`src/rtl/mem_stage_lsu.sv`:
```
// -----------------------------------------------------------------------------
// mem_stage_lsu
//
// MEM-stage load/store unit. It sits between the EX/MEM pipeline register and
// MEMWBreg. The unit turns the effective address and store data of the
// instruction in MEM into a single word-aligned bus transaction. The
// transaction uses a valid/ready request channel and a valid-only response
// channel. While the transaction is outstanding the unit stalls the front of
// the pipe. The loaded word is held on RamDataM so that MEMWBreg can capture it.
//
// Build option: MEM_TIMEOUT_EN
//   - Defined: a response watchdog of TIMEOUT_CYCLES cycles is active.
//     BusErrM pulses when the watchdog fires.
//   - Undefined: WAIT waits for the response indefinitely, and BusErrM is 0.
//
// Parameters
//   TIMEOUT_CYCLES  response wait limit in cycles (1..255, MEM_TIMEOUT_EN only)
//
// Ports
//   clk, rst        clock; synchronous active-high reset
//   AluOutM         effective byte address
//   StoreDataM      store data, LSB-justified
//   MemWriteM       unshifted store byte mask (0001 sb, 0011 sh, 1111 sw)
//   MemReadM        load request
//   LoadWidthM      00 byte, 01 half, 10/11 word
//   FlushM          squash the instruction in MEM
//   EnM             MEMWBreg enable; 0 holds the completed result
//   StallM          freeze IF..EX/MEM this cycle
//   RamDataM        raw loaded word (byte lane selection happens in WB)
//   AddrMisalignM   misaligned access; no bus transaction is issued
//   BusErrM         one-cycle response-timeout pulse
//   bus_req_*       request channel (valid/ready, we, addr, wdata, wstrb)
//   bus_rsp_*       response channel (valid, rdata)
// -----------------------------------------------------------------------------
module mem_stage_lsu #(
    parameter int unsigned TIMEOUT_CYCLES = 255
) (
    input  logic        clk,
    input  logic        rst,
    input  logic [31:0] AluOutM,
    input  logic [31:0] StoreDataM,
    input  logic [3:0]  MemWriteM,
    input  logic        MemReadM,
    input  logic [1:0]  LoadWidthM,
    input  logic        FlushM,
    input  logic        EnM,
    output logic        StallM,
    output logic [31:0] RamDataM,
    output logic        AddrMisalignM,
    output logic        BusErrM,
    output logic        bus_req_valid,
    input  logic        bus_req_ready,
    output logic        bus_req_we,
    output logic [31:0] bus_req_addr,
    output logic [31:0] bus_req_wdata,
    output logic [3:0]  bus_req_wstrb,
    input  logic        bus_rsp_valid,
    input  logic [31:0] bus_rsp_rdata
);

    typedef enum logic [1:0] {
        ST_IDLE = 2'b00,
        ST_REQ  = 2'b01,
        ST_WAIT = 2'b10,
        ST_DONE = 2'b11
    } state_e;

    // Returns 1 when an access of the given width is not naturally aligned.
    function automatic logic is_misaligned(input logic [1:0] width, input logic [1:0] lsb);
        logic bad;
        case (width)
            2'b00:   bad = 1'b0;
            2'b01:   bad = lsb[0];
            default: bad = (lsb != 2'b00);
        endcase
        return bad;
    endfunction

    state_e      state_q, state_d;
    logic [31:0] addr_q, addr_d;
    logic        we_q, we_d;
    logic [31:0] wdata_q, wdata_d;
    logic [3:0]  wstrb_q, wstrb_d;
    logic [31:0] rdata_q, rdata_d;
    logic        drop_q, drop_d;
    logic        stall_s;
    logic        is_store_s;
    logic        mem_op_s;
    logic [1:0]  acc_width_s;
    logic        misalign_s;

`ifdef MEM_TIMEOUT_EN
    localparam logic [7:0] TIMEOUT_LAST = 8'(TIMEOUT_CYCLES - 1);
    logic [7:0] wait_cnt_q, wait_cnt_d;
    logic       bus_err_q, bus_err_d;
`endif

    // Decode the access: a store takes priority over a load, and the width of
    // a store comes from its byte mask.
    always_comb begin
        is_store_s = |MemWriteM;
        mem_op_s   = (MemReadM | is_store_s) & ~FlushM;
        if (is_store_s) begin
            case (MemWriteM)
                4'b1111: acc_width_s = 2'b10;
                4'b0011: acc_width_s = 2'b01;
                default: acc_width_s = 2'b00;
            endcase
        end else begin
            acc_width_s = LoadWidthM;
        end
        misalign_s = is_misaligned(acc_width_s, AluOutM[1:0]);
    end

    // Next-state logic for the transaction FSM and the request/data registers.
    always_comb begin
        state_d = state_q;
        addr_d  = addr_q;
        we_d    = we_q;
        wdata_d = wdata_q;
        wstrb_d = wstrb_q;
        rdata_d = rdata_q;
        drop_d  = drop_q;
        stall_s = 1'b0;
`ifdef MEM_TIMEOUT_EN
        wait_cnt_d = wait_cnt_q;
        bus_err_d  = 1'b0;
`endif
        case (state_q)
            ST_IDLE: begin
                drop_d = 1'b0;
                if (mem_op_s && !misalign_s) begin
                    stall_s = 1'b1;
                    state_d = ST_REQ;
                    addr_d  = {AluOutM[31:2], 2'b00};
                    we_d    = is_store_s;
                    wdata_d = StoreDataM << {AluOutM[1:0], 3'b000};
                    wstrb_d = MemWriteM << AluOutM[1:0];
                end else begin
                    state_d = ST_IDLE;
                end
            end
            ST_REQ: begin
                // The request stays valid until it is accepted, even after a
                // flush. The flush is remembered so that the response is dropped.
                stall_s = 1'b1;
                if (FlushM) begin
                    drop_d = 1'b1;
                end else begin
                    drop_d = drop_q;
                end
                if (bus_req_ready) begin
                    state_d = ST_WAIT;
`ifdef MEM_TIMEOUT_EN
                    wait_cnt_d = 8'd0;
`endif
                end else begin
                    state_d = ST_REQ;
                end
            end
            ST_WAIT: begin
                stall_s = 1'b1;
                if (bus_rsp_valid) begin
                    if (drop_q || FlushM) begin
                        drop_d  = 1'b0;
                        state_d = ST_IDLE;
                    end else begin
                        if (!we_q) begin
                            rdata_d = bus_rsp_rdata;
                        end else begin
                            rdata_d = rdata_q;
                        end
                        state_d = ST_DONE;
                    end
                end else begin
                    if (FlushM) begin
                        drop_d = 1'b1;
                    end else begin
                        drop_d = drop_q;
                    end
`ifdef MEM_TIMEOUT_EN
                    if (wait_cnt_q == TIMEOUT_LAST) begin
                        bus_err_d = 1'b1;
                        if (drop_q || FlushM) begin
                            drop_d  = 1'b0;
                            state_d = ST_IDLE;
                        end else begin
                            rdata_d = 32'h0000_0000;
                            state_d = ST_DONE;
                        end
                    end else begin
                        wait_cnt_d = wait_cnt_q + 8'd1;
                    end
`else
                    state_d = ST_WAIT;
`endif
                end
            end
            ST_DONE: begin
                // The result is committed here. A flush has no effect, and no
                // new request is issued from this state.
                if (EnM) begin
                    state_d = ST_IDLE;
                end else begin
                    state_d = ST_DONE;
                end
            end
            default: begin
                state_d = ST_IDLE;
            end
        endcase
    end

    // State and datapath registers.
    always_ff @(posedge clk) begin
        if (rst) begin
            state_q <= ST_IDLE;
            addr_q  <= 32'h0000_0000;
            we_q    <= 1'b0;
            wdata_q <= 32'h0000_0000;
            wstrb_q <= 4'b0000;
            rdata_q <= 32'h0000_0000;
            drop_q  <= 1'b0;
        end else begin
            state_q <= state_d;
            addr_q  <= addr_d;
            we_q    <= we_d;
            wdata_q <= wdata_d;
            wstrb_q <= wstrb_d;
            rdata_q <= rdata_d;
            drop_q  <= drop_d;
        end
    end

`ifdef MEM_TIMEOUT_EN
    // Response watchdog counter and the one-cycle error pulse.
    always_ff @(posedge clk) begin
        if (rst) begin
            wait_cnt_q <= 8'd0;
            bus_err_q  <= 1'b0;
        end else begin
            wait_cnt_q <= wait_cnt_d;
            bus_err_q  <= bus_err_d;
        end
    end
    assign BusErrM = bus_err_q;
`else
    assign BusErrM = 1'b0;
`endif

    assign StallM        = stall_s;
    assign AddrMisalignM = (state_q == ST_IDLE) && mem_op_s && misalign_s;
    assign RamDataM      = rdata_q;
    assign bus_req_valid = (state_q == ST_REQ);
    assign bus_req_we    = we_q;
    assign bus_req_addr  = addr_q;
    assign bus_req_wdata = wdata_q;
    assign bus_req_wstrb = wstrb_q;

endmodule

```
`config.mk`:
```
export PLATFORM = sky130hd
export DESIGN_NAME = mem_stage_lsu
export DESIGN_NICKNAME = d
export VERILOG_FILES = /design/src/rtl/mem_stage_lsu.sv
export SDC_FILE = /design/constraint.sdc
export NUM_CORES = 1
export LEC_CHECK = 0
export ABC_CLOCK_PERIOD_IN_PS = 4900
export CAP_MARGIN = 5
export CORE_MARGIN = 3
export CORE_UTILIZATION = 42
export CTS_BUF_LIST = sky130_fd_sc_hd__clkbuf_4 sky130_fd_sc_hd__clkbuf_8 sky130_fd_sc_hd__clkbuf_16
export CTS_CLUSTER_DIAMETER = 80
export DETAILED_ROUTE_END_ITERATION = 7
export PLACE_DENSITY_LB_ADDON = 0.3
export SYNTH_ARGS = -nofsm -noshare
export SYNTH_HDL_FRONTEND = slang
export SYNTH_SLANG_ARGS = --single-unit
```
`constraint.sdc`:
```
create_clock -name clk -period 4.9 [get_ports clk]
set_clock_uncertainty 0.05 [all_clocks]
set_input_delay 1.47 -clock clk [delete_from_list [all_inputs] [get_ports clk]]
set_output_delay 1.47 -clock clk [all_outputs]
set_load 0.05 [all_outputs]
```
==> results.py <==
metrics = {
    "finish": {
        "nets": 837,
        "seq_area_um2": 2040,
        "syn_to_final_growth_pct": 52.1,
        "fillers": 903,
        "drive_gt1_share_pct": 6.32,
        "multiInputGateArea_um2": 2590,
        "utilization_pct": 66.4,
    },
    "min_path": {
        "min_path_type": "reg2reg",
    },
    "place": {
        "gp_congestion": 0.860,
        "place_worst_setup_slack_ns": -0.0911,
        "hpwl_um": 9900,
        "portBuffers": 210,
    },
    "grt": {
        "grt_use_total_pct": 20.5,
        "grt_pass1_vias": 4411,
        "grt_pass1_wl_um": 21600,
        "grt_start_max_net_pins": 88,
        "antenna_found_initial": 1,
        "overflow": 0,
    },
    "cts": {
        "cts_sinks": 102,
        "cts_tree": "yes",
        "hold_buffers": 0,
        "cts_setup_buffers": 0,
        "htreeDepth": 3,
        "clock_path_buffers": 2,
        "cts_resized": 1,
        "path_clk_slew_ns": 0.07,
        "cts_root_buf": "clkbuf_16",
        "cts_made_buffers": 9,
        "clock_latency_ns": 0.33,
    },
    "power_and_ir_drop": {
        "p_per_area_nw_per_um2": 287,
        "peakVddDrop_mv": 0.146,
        "p_leak_nw": 2.83,
    },
    "route": {
        "post_drt_via_cell_ratio": 4.99,
        "vias": 4337,
        "firstDrtPassIters": 4,
        "drt_iter0_markers": 228,
        "wl_um": 13600,
        "wire_per_inst_um": 15.7,
        "ant_nets": 0,
        "route.detailed.drc": 0,
    },
    "timing": {
        "rsz0062_at_grt": "no",
        "setup_viol": 0,
        "finalWorstSetupSlack_ns": 0.0936,
        "hold_viol": 0,
        "fin_crit_ns": 4.81,
        "hold_slack_ns": 0.409,
        "report.final.slew_viol_count": 0,
        "fmax_ghz": 0.208,
        "max_slew_margin_pct": 29.1,
        "fin_crit_sh_pct": 98.1,
        "tightest_slew_ns": 1.06,
    },
    "worst_setup_path": {
        "path_cells": "clkdlybuf4s50_1 > and2_1 > o211a_1 > or4b_4 > a21oi_2 > buf_12",
        "max_stage_delay_ns": 0.56,
        "crit_path_start_kind": "input port",
        "cp-end-kind": "output pin",
        "path_delay_family": "simple AND/OR/NAND/NOR gates",
        "critPathSlowestCell": "or4b_4",
        "worstPathRequired_ns": 3.38,
        "worstSetupPathType": "in2out",
        "crit_fanout": 5,
        "worstPathArrival_ns": 3.29,
        "crit_buf_inv": 2,
    },
    "run_status": {
        "outcome": "finished, final reports clean",
    },
    "die": {
        "initial_core_util_pct": 43.7,
        "dieArea_um2": 12800,
        "ioPinCount": 214,
        "rows": 38,
        "core_area_um2": 11000,
        "die_y_um": 113,
        "die_w_um": 113,
    },
    "synth": {
        "syn_area_um2": 4820,
        "synth.avg_cell_area_um2": 9.09,
        "ys_async_sr_fraction_pct": 0,
        "ys_ff_latch": 102,
        "synth_cell_types": 36,
        "ys_seq_area_share_pct": 42.4,
        "netlist_instances": 530,
        "yosys_warnings": 0,
        "synth_edf_count": 0,
        "synth-main-ff-cell": "dfxtp_1",
    },
    "flow_run": {
        "max_cap_violations": 0,
    },
}
==> cells in the final DEF (no fill, tap or decap), drive strengths merged, types with 4 or more instances in the layout <==
| master | instances |
|---|---|
| o2bb2ai | 8 |
| nor2 | 16 |
| clkbuf | 11 |
| nor2b | 4 |
| nand2b | 107 |
| buf | 15 |
| dfxtp | 102 |
| ha | 4 |
| mux2i | 83 |
| a211o | 9 |
| clkdlybuf4s50 | 207 |
| a21oi | 36 |
| nand2 | 84 |
| mux2 | 11 |
==> cell usage after synthesis (2+ instances only) <==
| cell | number | area [um^2] |
|---|---|---|
| nor3b_1 | 2 | 15.0 |
| nor3_1 | 2 | 10.0 |
| o21ai_0 | 3 | 15.0 |
| clkbuf_1 | 27 | 101 |
| o2bb2ai_1 | 8 | 70.1 |
| buf_4 | 3 | 22.5 |
| nor2b_1 | 4 | 25.0 |
| inv_1 | 3 | 11.3 |
| a21oi_1 | 36 | 180 |
| buf_2 | 7 | 35.0 |
| a211o_1 | 9 | 78.8 |
| nor2_1 | 16 | 60.1 |
| mux2_2 | 10 | 113 |
| nand2_1 | 84 | 315 |
| ha_1 | 4 | 50.1 |
| nand2b_1 | 107 | 669 |
| dfxtp_1 | 102 | 2040 |
| buf_6 | 3 | 33.8 |
| mux2i_1 | 83 | 831 |
==> cell families (layout without fill, tap and decap cells) <==
family | after synthesis | in the layout | share of synthesized area (%)
simple gates | 222 | 222 | 24.0
flops | 102 | 102 | 42.4
mux | 94 | 94 | 19.8
compound gates | 62 | 62 | 8.28
buf+inv | 45 | 241 | 4.39
fa+ha+maj | 4 | 4 | 1.04
other cells | 1 | 4 | 0.0778
==> path summary, 6_finish.rpt <==
kind / from / end / slack, ns / depth (start not counted)
setup / recovery: MemWriteM[1] / StallM / 0.09 / 6
hold / removal: RamDataM[17] / RamDataM[17] / 0.41 / 2
setup reg to reg: state_q[0] / bus_req_wstrb[2] / 2.51 / 6
hold reg to reg: RamDataM[17] / RamDataM[17] / 0.41 / 2
==> worst reg2reg max path: cells and delay by family, from the launching register on <==
family | cells | cell delay (ns)
muxes | 1 | 0.41
and+or+nand+nor | 2 | 0.83
DFF | 1 | 0.33
adders and majority gates | 1 | 0.22
buffers and inverters | 2 | 0.42
==> registers in the layout, summed over array words and instances, names as in the netlist <==
name / count
RamDataM: 32
bus_req_addr: 30
drop_q: 1
state_q: 2
bus_req_wdata: 32
bus_req_wstrb: 4
bus_req_we: 1
==> power by group <==
| group | switching (mW) | internal [mW] |
|---|---|---|
| Clock | 0.299 | 0.411 |
| Combinational | 0.275 | 0.227 |
| Sequential | 0.0227 | 0.868 |
==> cell type report <==
cell class,instances,share of cell area (%)
clock buffer,11,3.36
antenna,1,0.0341
timing repair buffer,222,30.1
sequential,102,27.9
clock inverter,4,0.649
tap,140,2.39
multi-input combinational,385,35.4
inverter,4,0.205
==> routing by layer <==
| metal | up-vias | global-route usage [%] | share of wire (%) |
|---|---|---|---|
| li1 | 2155 | - | - |
| met1 | 2005 | 25.1 | 44 |
| met2 | 165 | 34.6 | 47 |
| met3 | 12 | 6.36 | 8.1 |
| met4 | 0 | 6.49 | 1.4 |
| met5 | - | 0 | 0 |
==> metrics by stage <==
step	cell area (um^2)	instances	setup TNS (ns)	power (mW)
after floorplan	4830	532	0	1.20
after global placement	7030	853	-0.0584	1.40
after detailed placement	7030	853	-0.0911	1.41
after CTS	7330	868	0	2.12
after global routing	7330	869	0	2.19
final	7330	869	0	2.10
Power figures use the tool's default switching activity.
